## src/rtl/seq_detect_param.sv

```systemverilog
// Parameterised serial pattern detector: programmable pattern and length,
// optional overlapping matches, saturating match counter.
module seq_detect_param #(
    parameter int unsigned MAX_W = 8,
    parameter int unsigned LEN_W = 4,
    parameter int unsigned CNT_W = 8
) (
    input  logic             clk,
    input  logic             rst,
    input  logic             x,
    input  logic             x_valid,
    input  logic [MAX_W-1:0] pat,
    input  logic [LEN_W-1:0] pat_len,
    input  logic             pat_load,
    input  logic             overlap_en,
    output logic             z,
    output logic [CNT_W-1:0] match_cnt,
    output logic [LEN_W-1:0] fill,
    output logic             armed
);

    localparam logic [LEN_W-1:0] LEN_MAX = LEN_W'(MAX_W);
    localparam logic [LEN_W-1:0] LEN_ONE = LEN_W'(1);

    typedef enum logic [1:0] {
        EMPTY   = 2'd0,
        FILLING = 2'd1,
        ARMED   = 2'd2
    } state_t;

    state_t           state;
    logic [MAX_W-1:0] hist;
    logic [MAX_W-1:0] pat_q;
    logic [LEN_W-1:0] len_q;

    logic [LEN_W-1:0] len_clamp_c;
    logic [MAX_W-1:0] cmp_mask_c;
    logic [MAX_W-1:0] shifted_c;
    logic             match_c;
    logic             clear_c;
    logic [LEN_W-1:0] fill_next_c;

    // Clamp the requested length into 1..MAX_W before it is latched
    always_comb begin
        len_clamp_c = pat_len;
        if (pat_len == '0) begin
            len_clamp_c = LEN_ONE;
        end else if (pat_len > LEN_MAX) begin
            len_clamp_c = LEN_MAX;
        end
    end

    // Match detection over the low len bits of the history including the incoming bit
    always_comb begin
        cmp_mask_c  = ~({MAX_W{1'b1}} << len_q);
        shifted_c   = {hist[MAX_W-2:0], x};
        match_c     = x_valid
                      && (fill >= (len_q - LEN_ONE))
                      && (((shifted_c ^ pat_q) & cmp_mask_c) == '0);
        clear_c     = match_c && !overlap_en;
        fill_next_c = fill;
        if (clear_c) begin
            fill_next_c = '0;
        end else if (fill < len_q) begin
            fill_next_c = fill + LEN_ONE;
        end
    end

    // Datapath, counter and control FSM; reset beats load beats data
    always_ff @(posedge clk) begin
        if (!rst) begin
            state     <= EMPTY;
            hist      <= '0;
            pat_q     <= '0;
            len_q     <= LEN_MAX;
            fill      <= '0;
            match_cnt <= '0;
            z         <= 1'b0;
        end else if (pat_load) begin
            state     <= EMPTY;
            hist      <= '0;
            pat_q     <= pat;
            len_q     <= len_clamp_c;
            fill      <= '0;
            match_cnt <= '0;
            z         <= 1'b0;
        end else begin
            z <= match_c;
            if (x_valid) begin
                hist <= clear_c ? '0 : shifted_c;
                fill <= fill_next_c;
                if (match_c && (match_cnt != '1)) begin
                    match_cnt <= match_cnt + CNT_W'(1);
                end
                case (state)
                    EMPTY: begin
                        if (clear_c) begin
                            state <= EMPTY;
                        end else if (len_q == LEN_ONE) begin
                            state <= ARMED;
                        end else begin
                            state <= FILLING;
                        end
                    end
                    FILLING: begin
                        if (clear_c) begin
                            state <= EMPTY;
                        end else if ((fill + LEN_ONE) == len_q) begin
                            state <= ARMED;
                        end
                    end
                    ARMED: begin
                        if (clear_c) begin
                            state <= EMPTY;
                        end
                    end
                    default: state <= EMPTY;
                endcase
            end
        end
    end

    assign armed = (state == ARMED);

endmodule

```

## config.mk

```make
export PLATFORM = sky130hd
export DESIGN_NAME = seq_detect_param
export DESIGN_NICKNAME = d
export VERILOG_FILES = /design/src/rtl/seq_detect_param.sv
export SDC_FILE = /design/constraint.sdc
export NUM_CORES = 1
export LEC_CHECK = 0
export ABC_AREA = 1
export CAP_MARGIN = 25
export CORE_AREA = 2 2 81 64
export DETAILED_ROUTE_END_ITERATION = 8
export DIE_AREA = 0 0 83 66
export PLACE_DENSITY = 0.73
export REMOVE_ABC_BUFFERS = 1
export SLEW_MARGIN = 20
export SYNTH_ARGS = -nofsm -noshare
export SYNTH_HDL_FRONTEND = slang
export SYNTH_SLANG_ARGS = --single-unit
```

## constraint.sdc

```tcl
create_clock -name clk -period 2.4 [get_ports clk]
set_input_delay 0.72 -clock clk [delete_from_list [all_inputs] [get_ports clk]]
set_output_delay 0.72 -clock clk [all_outputs]
set_load 0.1 [all_outputs]
```

Yosys cells after proc, flatten, opt, wreduce, memory -nomap -nowiden --
Index checks and enable logic that the tools add are counted.
Word-level totals: bits in registers 34, bits in latches 0, RAM bits 0, bits in read-only memories 0, bits of input ports 18, output and inout bits 14, logic and storage cells 49, memories kept 0
Cells by class: add/subtract/negate cells 3, multiply operators 0, divide/modulo/power cells 0, order comparisons 3, equal/unequal tests 7, shifts and indexed selects 1, mux-type cells 11, bitwise gates (word level) 4, reductions and logical operators 13
Operators with widths (count):
- $mux W4 | 4
- $mux W2 | 5
- $add A8 B1 Y8 const B | 1
- $and A8 B8 Y8 | 1
- $logic_not A8 Y1 | 1
- $ne A8 B8 Y1 const B | 1
- $not A8 Y8 | 1
- $shl A8 B4 Y8 const A | 1
- $xor A8 B8 Y8 | 1
- $mux W7 | 1
- $pmux W2 S3 | 1
- $add A4 B1 Y4 const B | 1
- $eq A4 B1 Y1 const B | 1
- $eq A4 B4 Y1 | 1
- $ge A4 B4 Y1 | 1
- $gt A4 B4 Y1 const B | 1
- $logic_and A1 B1 Y1 | 4
- $logic_not A4 Y1 | 1
- $lt A4 B4 Y1 | 1
- $reduce_and A2 Y1 | 2
- $sub A4 B1 Y4 const B | 1
- $ne A3 B3 Y1 const B | 1
- $reduce_and A3 Y1 | 1
- $eq A2 B1 Y1 const B | 1
- 7 further kinds | 7

Longest topological paths before layout --
Gate-level depths: netlist of run 1.
depth after elaboration 8, gate-level depth with buffers 18, gate-level depth less buffers 18

Worst setup path after synthesis of run 1 --
No wires, ideal clock.
path type reg-to-reg, start register fill[0], end register match_cnt[6], library setup time 0.119 ns, data arrival time 2.261 ns, data required time 2.281 ns, setup slack 0.020 ns, stages on the path, launching flop included 12, buffers on the path 0, cells stage by stage dfxtp_1 > inv_1 > ha_1 > nand3_1 > nand3_1 > nand2_2 > inv_2 > nand3_4 > inv_2 > nand3_1 > nand2_1 > nor2_1
Between the ends: longest elaborated chain between the ends 5
Ends and longest elaborated chain:
- start: declaration | line 18 | output logic [LEN_W-1:0] fill,
- start signal: assignment | line 91 | fill <= fill_next_c;
- $ge A4 B4 Y1 | line 58 | && (fill >= (len_q - LEN_ONE))
- $logic_and A1 B1 Y1 | line 58
- $logic_and A1 B1 Y1 | line 59 | && (((shifted_c ^ pat_q) & cmp_mask_c) == '0);
- $logic_and A1 B1 Y1 | line 92 | if (match_c && (match_cnt != '1)) begin
- $reduce_and A2 Y1 (no source line)
- end signal: assignment | line 93 | match_cnt <= match_cnt + CNT_W'(1);
- end: declaration | line 17 | output logic [CNT_W-1:0] match_cnt,
No other way between the ends. A chain may end at the register's enable or synchronous reset.

Final worst setup path of run 1 --
start register len_q[0], end register state[1]
Between the ends: longest elaborated chain between the ends 8
Ends and longest elaborated chain:
- start: declaration | line 34 | logic [LEN_W-1:0] len_q;
- start signal: assignment | line 83 | len_q <= len_clamp_c;
- parallel branches: the longest is 8 deep, another holds $sub A4 B1 Y4
- end signal: assignment | line 72 | state <= EMPTY;
- end signal: assignment | line 80 | state <= EMPTY;
- end signal: assignment | line 98 | state <= EMPTY;
- end: declaration | line 31 | state_t state;
Parallel ways; which one is timed is not known.

==> key figures, run 1 <==
Outcome
  • Status: finished, final reports clean

GRT
  • Initial antenna violation count: 0
  • Vias in the first global route: about 1.8k
  • First-pass GRT wire length: 7.98 mm
  • Total GRT Usage: 18.5%
  • Pin count of the biggest net entering global routing: 15
  • Total gr overflow: 0

Synthesis
  • Cells after Synth: 294
  • Seq cells post-synth: 34
  • Seq/Total Area, Yosys: between 30% and 40%
  • Mux contribution to synthesized area: 0%
  • Largest family of logic cells by synthesized area: simple AND/OR/NAND/NOR gates
  • Area fraction in compound gates after synthesis: 10.9%
  • Post-Synth XOR/XNOR Area: 1.73%
  • Distinct cells, synth: 31
  • Ranking of synthesized cells by area: dfxtp_1, nand2_1, ha_1, inv_1, a21oi_1
  • Post-Synth Adder-Cell Area: 9.29%
  • Yosys top cell area share: 33.7%
  • Post-Synth Simple-Gate Area: approximately a third
  • Mapped Area: 2020 um2
  • Synth area leader: dfxtp_1
  • Syn avg cell area: 6.87 um2
  • Total number of yosys warnings: 0

Power and ir drop
  • Pleak: 1.20 nW
  • Switching part of the total: between 20% and 30%
  • Tot Pwr: around 1.3 mW
  • Sw power: 0.335 mW
  • PD cells: 510 nW/um2
  • Clock Power Share: 40.6%
  • Internal power: 0.992 mW
  • Maximum VDD drop: 0.344 mV
  • Share of total power in sequential cells: 44.7%
  • Combinational power share: around 15%

STA
  • Tcrit/Tclk final: 91.6%
  • Final setup fails: 0
  • Fin crit period: about 2.2 ns
  • Worst rel slew slack: 69.1%
  • RSZ-0062 raised after global routing: false
  • Final hold vios: 0
  • Fmax: 0.455 GHz
  • Fin Setup TNS: 0 ns
  • Clock skew: slightly below 0.007 ns
  • Max Slew Vio Count: 0
  • Hold_ws: 0.492 ns
  • Final worst setup slack: 0.201 ns
  • Least-Margin Pin Slew: 0.462 ns

Final layout
  • Commonest non-fill, non-tap cell in the layout: nand2_1
  • Nets: 373
  • Most frequent cells in the layout: nand2_1, inv_1, dfxtp_1
  • Fin area: about 2600 um2
  • Fillers: 424
  • Final core occ: 55.3%
  • Area growth syn-to-layout: 28.8%
  • Post-Layout Cell Count: 400
  • Share of layout cells above drive strength 1: 15.3%
  • # diodes: 0

Floorplan
  • Initial Utilization: 42.9%
  • Die height: between 60 and 70 um
  • Core area: between 4000 and 5000 um2
  • Die area: 5480 um2
  • Cell Rows: 22
  • Io pins: 32
  • Die X: between 80 and 90 um

Clocking
  • Clk pin slew, worst setup/hold paths: 0.07 ns
  • Clk sinks: 34
  • Root buffer cell: clkbuf_8
  • Number of CTS-inserted buffers: 5
  • H-tree depth: 2
  • CTS tree: built
  • Clk_lat worst skew: 0.29 ns
  • Clock Path Buffers: 2

Placed design
  • Placed Instance Area: 2440 um2
  • IO Port Bufs: 31
  • Worst slack, placed: 0.0662 ns
  • GPL Wtd Cong: 0.836
  • Dpl hpwl: 3.66 mm
  • Dpl cells: 388

Setup path
  • WP data arrival: 2.39 ns
  • Crit start category: flip-flop
  • Most used cell, CP: ha_1
  • CP max stage cell: dfxtp_1
  • Worst Path Buf+Inv: 3
  • CP cell instances: inv_1 > ha_1 > ha_1 > ha_1 > nand2_1 > inv_1 > nand3_1 > nand3_2 > nand2_2 > inv_2 > nand3_4 > nand2_1 > nand2_2 > nor2_1 > nor2_1
  • Largest stage delay on the critical path: 0.34 ns
  • Element type at the critical path end: flip-flop
  • Critical path class: reg -> reg
  • Req. time, crit path: 2.59 ns
  • Delay-heaviest family, CP: adder cells
  • CP Max Fanout: 7

Route
  • Iteration-0 DRC Markers: 88
  • WL final: 4.87 mm
  • Remaining routing DRC violations: 0
  • Routed Antenna Nets: 0
  • Via count of the routed design: 1,954
  • Vias per inst: 4.89
  • Drt wl/cell: between 10 and 15 um
  • 1st-pass router iterations: 4

Run
  • # Max-Cap Violations: 0

Min path
  • Worst hold path type: reg -> reg
final timing paths:
| kind | start | to | slack [ns] | depth (start not counted) |
|---|---|---|---|---|
| min | hist[6] | hist[6] | 0.49 | 2 |
| min reg2reg | hist[6] | hist[6] | 0.49 | 2 |
| max | len_q[0] | state[1] | 0.20 | 15 |
| max reg2reg | len_q[0] | state[1] | 0.20 | 15 |
area by class of cell:
cell class	count	area, um2	share of cell area, %
Multi-Input combinational cell	206	1140	43.8
Sequential cell	34	682	26.2
Timing Repair Buffer	43	403	15.5
Inverter	50	190	7.31
Clock buffer	6	82.6	3.17
Tap cell	60	75.1	2.89
Clock inverter	1	30.0	1.15
flip-flops by register name, summed over array words and instances (netlist names):
register / flops
pat_q: 8
z: 1
state: 2
hist: 7
match_cnt: 8
len_q: 4
fill: 4
cell usage after synthesis, drive strengths merged:
master	number
nor3b	1
nor2	20
xnor2	1
nand4	6
clkbuf	3
a22o	2
xor2	3
a21oi	21
nand2	89
nand3	25
o21bai	1
inv	49
or2	1
clkinv	1
nor3	3
a31oi	1
buf	1
o21ai	13
o22ai	3
ha	15
dfxtp	34
nor4	1
tightest hold or removal path: stages (launching register included):
cell     delay, ns
dfxtp_1       0.33
nand2_1       0.06
a21oi_1       0.06
routing by layer:
layer / GRT usage [%] / share of wire (%) / up-vias
li1: - / - / 1031
met1: 23.4 / 46 / 871
met2: 29.6 / 46 / 43
met3: 5.99 / 6.2 / 9
met4: 6.76 / 1.6 / 0
met5: 0 / 0 / -
power by group through the flow:
| stage | combinational [mW] | sequential, mW | clock, mW |
|---|---|---|---|
| final | 0.195 | 0.594 | 0.539 |
| after global routing | 0.219 | 0.595 | 0.581 |
| after CTS | 0.194 | 0.593 | 0.548 |
| after detailed placement | 0.193 | 0.605 | 0 |
| after global placement | 0.188 | 0.605 | 0 |
| after floorplan | 0.113 | 0.610 | 0 |
timing repair:
item,4_1_cts,5_1_grt
hold buffers,0,0
hold endpoints to repair,0,0
setup buffers,0,5
resized for setup,0,6
endpoints found under the setup margin,0,12
cells by family (layout without fill, tap and decap cells):
family	Yosys count	after routing
adders and majority gates	15	15
and+or+nand+nor	146	146
xor gates and xnor gates	4	4
buffers and inverters	54	100
AOI/OAI and AO/OA	41	41
DFF	34	34
(Power assumes the default switching activity.)
==> run 2: changes to the inputs <==
--- a/config.mk
+++ b/config.mk
@@ -7,10 +7,10 @@
 export LEC_CHECK = 0
 export ABC_AREA = 1
 export CAP_MARGIN = 25
-export CORE_AREA = 2 2 81 64
+export CORE_AREA = 2 2 75 59
 export DETAILED_ROUTE_END_ITERATION = 8
-export DIE_AREA = 0 0 83 66
-export PLACE_DENSITY = 0.73
+export DIE_AREA = 0 0 77 61
+export PLACE_DENSITY = 0.83
 export REMOVE_ABC_BUFFERS = 1
 export SLEW_MARGIN = 20
 export SYNTH_ARGS = -nofsm -noshare
==> run 2 against run 1 <==
Utilization grew 9.4 points. Total power shrank 7.2%. Routed wire length shrank 2.7%. Global-route usage grew 2.4 points. Sequential power is essentially flat. Sequential share of layout area grew 0.46 points. Die area shrank 14%. Combinational power is essentially flat. Critical endpoint unchanged. Clock power shrank 18%. Worst setup slack lost 0.044 ns.
==> key figures, run 2 (synthesis gave the netlist of run 1 again) <==
GRT
  • Pin count of the biggest net entering global routing: 15 (unchanged)
  • Vias in the first global route: 1,657 (was 1,773)
  • Total GRT Usage: 20.9% (was 18.5%)
  • Total gr overflow: 0 (unchanged)
  • First-pass GRT wire length: 7.57 mm (was 7.98 mm)
  • Initial antenna violation count: 0 (unchanged)

STA
  • Worst rel slew slack: 69.8% (was 69.1%)
  • Fin Setup TNS: 0 ns (unchanged)
  • Fin crit period: 2.24 ns (was 2.20 ns)
  • Tcrit/Tclk final: 93.5% (was 91.6%)
  • Hold_ws: 0.490 ns (was 0.492 ns)
  • Fmax: 0.446 GHz (was 0.455 GHz)
  • Clock skew: 0.00751 ns (was 0.00683 ns)
  • Final worst setup slack: 0.157 ns (was 0.201 ns)
  • Final setup fails: 0 (unchanged)
  • Final hold vios: 0 (unchanged)
  • Max Slew Vio Count: 0 (unchanged)
  • RSZ-0062 raised after global routing: false (unchanged)
  • Least-Margin Pin Slew: 0.450 ns (was 0.462 ns)

Route
  • Remaining routing DRC violations: 0 (unchanged)
  • WL final: 4.74 mm (was 4.87 mm)
  • Iteration-0 DRC Markers: 107 (was 88)
  • Drt wl/cell: 12.0 um (was 12.2 um)
  • Routed Antenna Nets: 0 (unchanged)
  • Via count of the routed design: 1,958 (was 1,954)
  • Vias per inst: 4.94 (was 4.89)
  • 1st-pass router iterations: 4 (unchanged)

Setup path
  • CP Max Fanout: 7 (unchanged)
  • R2R setup slack: 0.16 ns (was 0.20 ns)
  • Largest stage delay on the critical path: 0.37 ns (was 0.34 ns)
  • Delay-heaviest family, CP: simple AND/OR/NAND/NOR gates (was adder cells)
  • Req. time, crit path: 2.63 ns (was 2.59 ns)
  • Element type at the critical path end: flip-flop (unchanged)
  • Crit start category: flip-flop (unchanged)
  • CP cell instances: inv_1 > ha_1 > ha_1 > ha_1 > nand2_1 > inv_1 > nand3_1 > nand3_2 > nand2_2 > inv_2 > nand3_4 > nand2_1 > nand2_2 > nand2_1 > nand2_1 > nor2_1 (was inv_1 > ha_1 > ha_1 > ha_1 > nand2_1 > inv_1 > nand3_1 > nand3_2 > nand2_2 > inv_2 > nand3_4 > nand2_1 > nand2_2 > nor2_1 > nor2_1)
  • CP max stage cell: dfxtp_2 (was dfxtp_1)
  • Critical path class: reg -> reg (unchanged)
  • WP data arrival: 2.47 ns (was 2.39 ns)
  • Worst Path Buf+Inv: 3 (unchanged)
  • Most used cell, CP: nand2_1 (was ha_1)

Power and ir drop
  • PD cells: 482 nW/um2 (was 510 nW/um2)
  • Tot Pwr: 1.23 mW (was 1.33 mW)
  • Maximum VDD drop: 0.285 mV (was 0.344 mV)
  • Pleak: 1.18 nW (was 1.20 nW)

Floorplan
  • Die X: 77 um (was 83 um)
  • Initial Utilization: 51.1% (was 42.9%)
  • Core area: 3950 um2 (was 4710 um2)
  • Cell Rows: 20 (was 22)
  • Die height: 61 um (was 66 um)
  • Die area: 4700 um2 (was 5480 um2)
  • Io pins: 32 (unchanged)

Placed design
  • GPL Wtd Cong: 0.912 (was 0.836)
  • Placed Instance Area: 2430 um2 (was 2440 um2)
  • Worst slack, placed: 0.0638 ns (was 0.0662 ns)
  • Dpl cells: 385 (was 388)
  • Dpl hpwl: 3.63 mm (was 3.66 mm)
  • IO Port Bufs: 31 (unchanged)

Clocking
  • Number of CTS-inserted buffers: 5 (unchanged)
  • Clk sinks: 34 (unchanged)
  • Root buffer cell: clkbuf_8 (unchanged)
  • Clk_lat worst skew: 0.29 ns (about the same)
  • Clock Path Buffers: 2 (unchanged)
  • CTS tree: built (unchanged)
  • H-tree depth: 2 (unchanged)
  • Clk pin slew, worst setup/hold paths: 0.07 ns (about the same)

Final layout
  • Commonest non-fill, non-tap cell in the layout: nand2_1 (unchanged)
  • # diodes: 0 (unchanged)
  • Most frequent cells in the layout: nand2_1, inv_1, dfxtp_1 (unchanged)
  • Fin area: 2560 um2 (was 2600 um2)
  • Share of layout cells above drive strength 1: 14.7% (was 15.3%)
  • Largest registers: match_cnt (8), pat_q (8), hist (7) (unchanged)
  • Post-Layout Cell Count: 396 (was 400)
  • Final core occ: 64.7% (was 55.3%)
  • Area growth syn-to-layout: 26.6% (was 28.8%)
  • Nets: 373 (unchanged)

Outcome
  • Status: finished, final reports clean (unchanged)

Min path
  • Worst hold path type: reg -> reg (unchanged)

Run
  • # Max-Cap Violations: 0 (unchanged)
## run 2: path summary, 6_finish.rpt
path                                from  endpoint  cells after the start
worst max-delay path            len_q[1]  state[1]                     16
worst min-delay path            pat_q[2]  pat_q[2]                      2
worst min register to register  pat_q[2]  pat_q[2]                      2
worst max register to register  len_q[1]  state[1]                     16
## run 2: power by group
group	internal, mW	switching, mW
Sequential	0.579	0.0136
Combinational	0.0817	0.113
Clock	0.232	0.212
## run 2: final cells by class
cell class                 instances  area (um2)
clock buffer                       7        86.3
clock inverter                     1        5.00
fill                             372        1400
inverter                          50         190
multi-input combinational        206        1130
sequential                        34         682
tap                               55        68.8
timing repair buffer              43         390
## run 2: repair_timing
action,CTS,global route
hold buffers,0,0
resized for setup,0,3
setup endpoints to repair,0,17
buffers inserted,0,3
## run 2: worst reg2reg max path, cell delays in order (launching register included)
cell     delay, ns
dfxtp_2       0.37
inv_1         0.07
ha_1          0.21
ha_1          0.29
ha_1          0.27
nand2_1       0.05
inv_1         0.06
nand3_1       0.09
nand3_2       0.10
nand2_2       0.08
inv_2         0.10
nand3_4       0.12
nand2_1       0.10
nand2_2       0.07
nand2_1       0.07
nand2_1       0.06
nor2_1        0.09
## run 2: layer usage
metal,global-route usage (%),vias to the layer above,part of all wire [%]
li1,-,1027,-
met1,28.0,881,49
met2,33.8,45,46
met3,4.32,5,4.5
met4,8.42,0,1.3
met5,0,-,0
==> run 3: changes to the inputs <==
--- a/config.mk
+++ b/config.mk
@@ -8,6 +8,7 @@
 export ABC_AREA = 1
 export CAP_MARGIN = 25
 export CORE_AREA = 2 2 75 59
+export CTS_BUF_LIST = sky130_fd_sc_hd__clkbuf_4 sky130_fd_sc_hd__clkbuf_8 sky130_fd_sc_hd__clkbuf_16
 export DETAILED_ROUTE_END_ITERATION = 8
 export DIE_AREA = 0 0 77 61
 export PLACE_DENSITY = 0.83
==> run 3 against run 2 <==
Non-clock buffer count is the same. Cell area is 0.15% higher. Cell count unchanged. Sequential power about the same. Largest power group unchanged. Total power up 0.96%. Critical path type unchanged. Sequential cell count unchanged. Hold slack about the same.
==> key figures, run 3 (synthesis gave the netlist of run 1 again) <==
Setup path
  • Critical path class: reg -> reg (unchanged)
  • Element type at the critical path end: flip-flop (unchanged)
  • Crit start category: flip-flop (unchanged)
  • Req. time, crit path: 2.63 ns (about the same)
  • WP data arrival: 2.47 ns (about the same)
  • CP Max Fanout: 7 (unchanged)

GRT
  • Total gr overflow: 0 (unchanged)
  • Pin count of the biggest net entering global routing: 15 (unchanged)
  • Vias in the first global route: 1,660 (was 1,657)
  • Initial antenna violation count: 0 (unchanged)
  • First-pass GRT wire length: 7.56 mm (was 7.57 mm)
  • Total GRT Usage: 20.9% (about the same)

Clocking
  • H-tree depth: 2 (unchanged)
  • Clock Path Buffers: 2 (unchanged)
  • Root buffer cell: clkbuf_8 (unchanged)
  • Clk pin slew, worst setup/hold paths: 0.07 ns (about the same)
  • Number of CTS-inserted buffers: 5 (unchanged)
  • CTS tree: built (unchanged)
  • Clk sinks: 34 (unchanged)
  • Hold buffer count at cts: 0 (unchanged)
  • Clk_lat worst skew: 0.29 ns (about the same)

Route
  • Vias per inst: 4.91 (was 4.94)
  • Via count of the routed design: 1,944 (was 1,958)
  • Remaining routing DRC violations: 0 (unchanged)
  • Routed Antenna Nets: 0 (unchanged)
  • WL final: 4.71 mm (was 4.74 mm)
  • Drt wl/cell: 11.9 um (was 12.0 um)
  • Iteration-0 DRC Markers: 111 (was 107)
  • 1st-pass router iterations: 5 (was 4)

Final layout
  • Area growth syn-to-layout: 26.8% (was 26.6%)
  • Most frequent cells in the layout: nand2_1, inv_1, dfxtp_1 (unchanged)
  • Share of layout cells above drive strength 1: 15.0% (was 14.7%)
  • Commonest non-fill, non-tap cell in the layout: nand2_1 (unchanged)
  • Final core occ: 64.7% (about the same)
  • Largest registers: match_cnt (8), pat_q (8), hist (7) (unchanged)
  • Nets: 373 (unchanged)
  • # diodes: 0 (unchanged)

Floorplan
  • Die X: 77 um (unchanged)
  • Cell Rows: 20 (unchanged)
  • Io pins: 32 (unchanged)
  • Die area: 4700 um2 (unchanged)
  • Initial Utilization: 51.1% (unchanged)
  • Core area: 3950 um2 (unchanged)
  • Die height: 61 um (unchanged)

Placed design
  • Dpl hpwl: 3.63 mm (unchanged)
  • GPL Wtd Cong: 0.912 (unchanged)
  • IO Port Bufs: 31 (unchanged)

STA
  • Worst rel slew slack: 69.8% (about the same)
  • Clock skew: 0.00730 ns (was 0.00751 ns)
  • Max Slew Vio Count: 0 (unchanged)
  • Final hold vios: 0 (unchanged)
  • Fmax: 0.446 GHz (about the same)
  • Final setup fails: 0 (unchanged)
  • Fin crit period: 2.24 ns (about the same)
  • RSZ-0062 raised after global routing: false (unchanged)
  • Least-Margin Pin Slew: 0.450 ns (about the same)
  • Tcrit/Tclk final: 93.3% (was 93.5%)

Power and ir drop
  • PD cells: 486 nW/um2 (was 482 nW/um2)
  • Maximum VDD drop: 0.286 mV (was 0.285 mV)
  • Pleak: 1.19 nW (was 1.18 nW)
  • Tot Pwr: 1.24 mW (was 1.23 mW)

Min path
  • Worst hold path type: reg -> reg (unchanged)

Outcome
  • Status: finished, final reports clean (unchanged)

Run
  • # Max-Cap Violations: 0 (unchanged)
[run 3: cell types whose count changed in the layout (fill, tap and decap cells not counted)]
cell	before	now
clkbuf_1	1	0
clkbuf_4	0	1
[run 3: through the flow]
| stage | cell area, um2 | setup WS [ns] | cells | setup TNS (ns) | hold WS [ns] |
|---|---|---|---|---|---|
| finish | 2560 | 0.160 | 396 | 0 | 0.490 |
| CTS | 2530 | 0.0519 | 393 | 0 | 0.491 |
| global route | 2560 | 0.0115 | 396 | 0 | 0.511 |
| detailed placement | 2430 | 0.0638 | 385 | 0 | 0.481 |
| floorplan | 2000 | -0.0178 | 290 | -0.0692 | 0.456 |
| global placement | 2430 | 0.127 | 385 | 0 | 0.470 |
[run 3: area by class of cell]
cell class              count  area (um2)
flip-flops and latches     34         682
clock buffers               7        90.1
clock inverters             1        5.00
well taps                  55        68.8
inverters                  50         190
repair buffers             43         390
multi-input cells         206        1130
fillers                   371        1390
[run 3: path summary, 6_finish.rpt]
check | from | end | slack [ns] | cells past startpoint
min reg2reg | pat_q[2] | pat_q[2] | 0.49 | 2
max | len_q[1] | state[1] | 0.16 | 16
max reg2reg | len_q[1] | state[1] | 0.16 | 16
min | pat_q[2] | pat_q[2] | 0.49 | 2
[run 3: what timing repair did]
item                       in CTS  in global routing
resized for setup               0                  3
setup endpoints to repair       0                 17
setup buffers                   0                  3
[run 3: critical path, cell delays in order, from the launching register on]
cell and delay, ns:
dfxtp_2 0.37, inv_1 0.07, ha_1 0.21, ha_1 0.29, ha_1 0.27, nand2_1 0.05, inv_1 0.06, nand3_1 0.09
nand3_2 0.10, nand2_2 0.08, inv_2 0.10, nand3_4 0.11, nand2_1 0.10, nand2_2 0.07, nand2_1 0.07, nand2_1 0.05
nor2_1 0.09
[run 3: power by group]
part / switching [mW] / internal, mW
combinational: 0.113 / 0.0817
clock: 0.213 / 0.243
sequential: 0.0135 / 0.579
total: 0.340 / 0.903
[run 3: metal layers]
metal / global-route usage (%) / up-vias / routed length [um]
met4: 8.42 / 0 / 61
met2: 33.7 / 38 / 2150
li1: - / 1029 / -
met1: 28.0 / 872 / 2300
met3: 4.32 / 5 / 193
met5: 0 / - / 0
==> RTL edit, RTL diff (config.mk and constraints of run 3) <==
Make the reset (`rst`) asynchronous in one clocked block.
--- a/src/rtl/seq_detect_param.sv
+++ b/src/rtl/seq_detect_param.sv
@@ -68,5 +68,5 @@
 
     // Datapath, counter and control FSM; reset beats load beats data
-    always_ff @(posedge clk) begin
+    always_ff @(posedge clk or negedge rst) begin
         if (!rst) begin
             state     <= EMPTY;
Behaviour: differs if rst is asserted again (counterexample within 4 cycles, from zero or initial values and one cycle with rst low); with rst held inactive, the same outputs for 4 cycles.
==> RTL edit against run 3 <==
Routed wire length increased by 7.0%; worst setup slack improved by 0.019 ns; cell area increased by 7.8%; critical path type unchanged; critical endpoint is now match_cnt[6]; synthesized area increased by 8.4%; sequential cell count unchanged; clock skew decreased by 0.0016 ns.
Power is not compared: it rests on default switching activity, and its combinational part moved more than twofold at a synthesized area within 25%.
==> RTL edit: results (changes against run 3) <==
Syn Area/Cell=7.524 um^2 (was 6.869 um^2); standard cell area after detailed placement=0.002640 mm^2 (was 0.002434 mm^2); total half-perimeter wirelength after legalization and detailed placement=3700 um (was 3629 um); post-synthesis share of cell area spent on full adders, half adders and majority gates=8.571% (was 9.294%); routed vias/inst=5.169 (was 4.909); measured slew at the worst slew-check pin=0.4267 ns (was 0.4502 ns); signal buffers share of area=15.73% (was 15.25%); multi-input combinational cell count=203 (was 206); start point of the worst hold path=state[1] (was pat_q[2]); Initial DRT Pass Iterations=4 (was 5); overall routing resource usage=25.05% (was 20.88%); routed wire length on met2=2294 um (was 2153 um); R2R setup slack=0.18 ns (was 0.16 ns); fin nets=368 (was 373); compound-gate portion of the synthesized area=10.57% (was 10.90%); clock skew after layout=0.005725 ns (was 0.007296 ns); FF-to-FF path depth=14 (was 16); Area contributors post-synth=sky130_fd_sc_hd__dfrtp_1, sky130_fd_sc_hd__nand2_1, sky130_fd_sc_hd__ha_1, sky130_fd_sc_hd__inv_1, sky130_fd_sc_hd__nand3_1 (was sky130_fd_sc_hd__dfxtp_1, sky130_fd_sc_hd__nand2_1, sky130_fd_sc_hd__ha_1, sky130_fd_sc_hd__inv_1, sky130_fd_sc_hd__a21oi_1); maximum number of pins on one net before global-route repair=35 (was 15); Crit path arrival time=2.40 ns (was 2.47 ns); reg-to-reg critical path endpoint=match_cnt[6] (was state[1]); proportion of cell area spent on the clock network=3.445% (was 3.715%); proportion of layout cells with a drive suffix above 1=17.26% (was 14.96%); xor-xnor portion of the synthesized cell area=2.000% (was 1.735%); wire length on met1=2331 um (was 2301 um); multi-input logic area=0.001136 mm^2 (was 0.001134 mm^2); Fin Hold WS=0.5187 ns (was 0.4897 ns); detailed router's first-iteration violation count=110 (was 111); share of the final layout cell area in sequential cells=30.92% (was 26.64%); reg2reg start=len_q[1] (unchanged); area growth from synthesis to layout=26.06% (was 26.77%); run status=complete, no violations (unchanged)
-- RTL edit: changes by cell type after synthesis, sizes merged, moves of 3 or more --
| cell | before | now |
|---|---|---|
| nand3 | 25 | 30 |
| dfxtp | 34 | 0 |
| buf | 1 | 5 |
| nand4 | 6 | 3 |
| o31ai | 0 | 4 |
| o22ai | 3 | 10 |
| inv | 49 | 46 |
| a21oi | 21 | 7 |
| dfrtp | 0 | 33 |
-- RTL edit: through the flow --
step           std cells  power, mW  worst slack (ns)
3_5_place_dp         383      1.431            0.1044
3_3_place_gp         383      1.417            0.1480
5_1_grt              391      2.035          0.004852
4_1_cts              391      1.895            0.1054
6_report             391      1.894            0.1789
2_1_floorplan        283      1.163         -0.005067
-- RTL edit: worst max path at each step --
stage	slack (ns)	endpoint	startpoint	depth (start not counted)
detailed placement	0.10	fill[2]	x	12
global placement	0.15	fill[3]	x	12
CTS	0.11	fill[2]	len_q[1]	15
floorplan	-0.005	armed	state[0]	1
finish	0.18	match_cnt[6]	len_q[1]	14
global route	0.005	fill[2]	len_q[2]	16
-- RTL edit: worst max-delay path, stage by stage (launching register included) --
cell and delay (ns):
sky130_fd_sc_hd__dfrtp_1 0.39, sky130_fd_sc_hd__inv_1 0.07, sky130_fd_sc_hd__ha_1 0.19, sky130_fd_sc_hd__ha_1 0.28, sky130_fd_sc_hd__ha_1 0.28, sky130_fd_sc_hd__nand2_1 0.05, sky130_fd_sc_hd__inv_1 0.06, sky130_fd_sc_hd__nand3_1 0.07
sky130_fd_sc_hd__nand3_1 0.08, sky130_fd_sc_hd__nand2_1 0.08, sky130_fd_sc_hd__inv_2 0.09, sky130_fd_sc_hd__nand3_2 0.11, sky130_fd_sc_hd__buf_6 0.16, sky130_fd_sc_hd__o21ai_1 0.15, sky130_fd_sc_hd__nor2_1 0.06
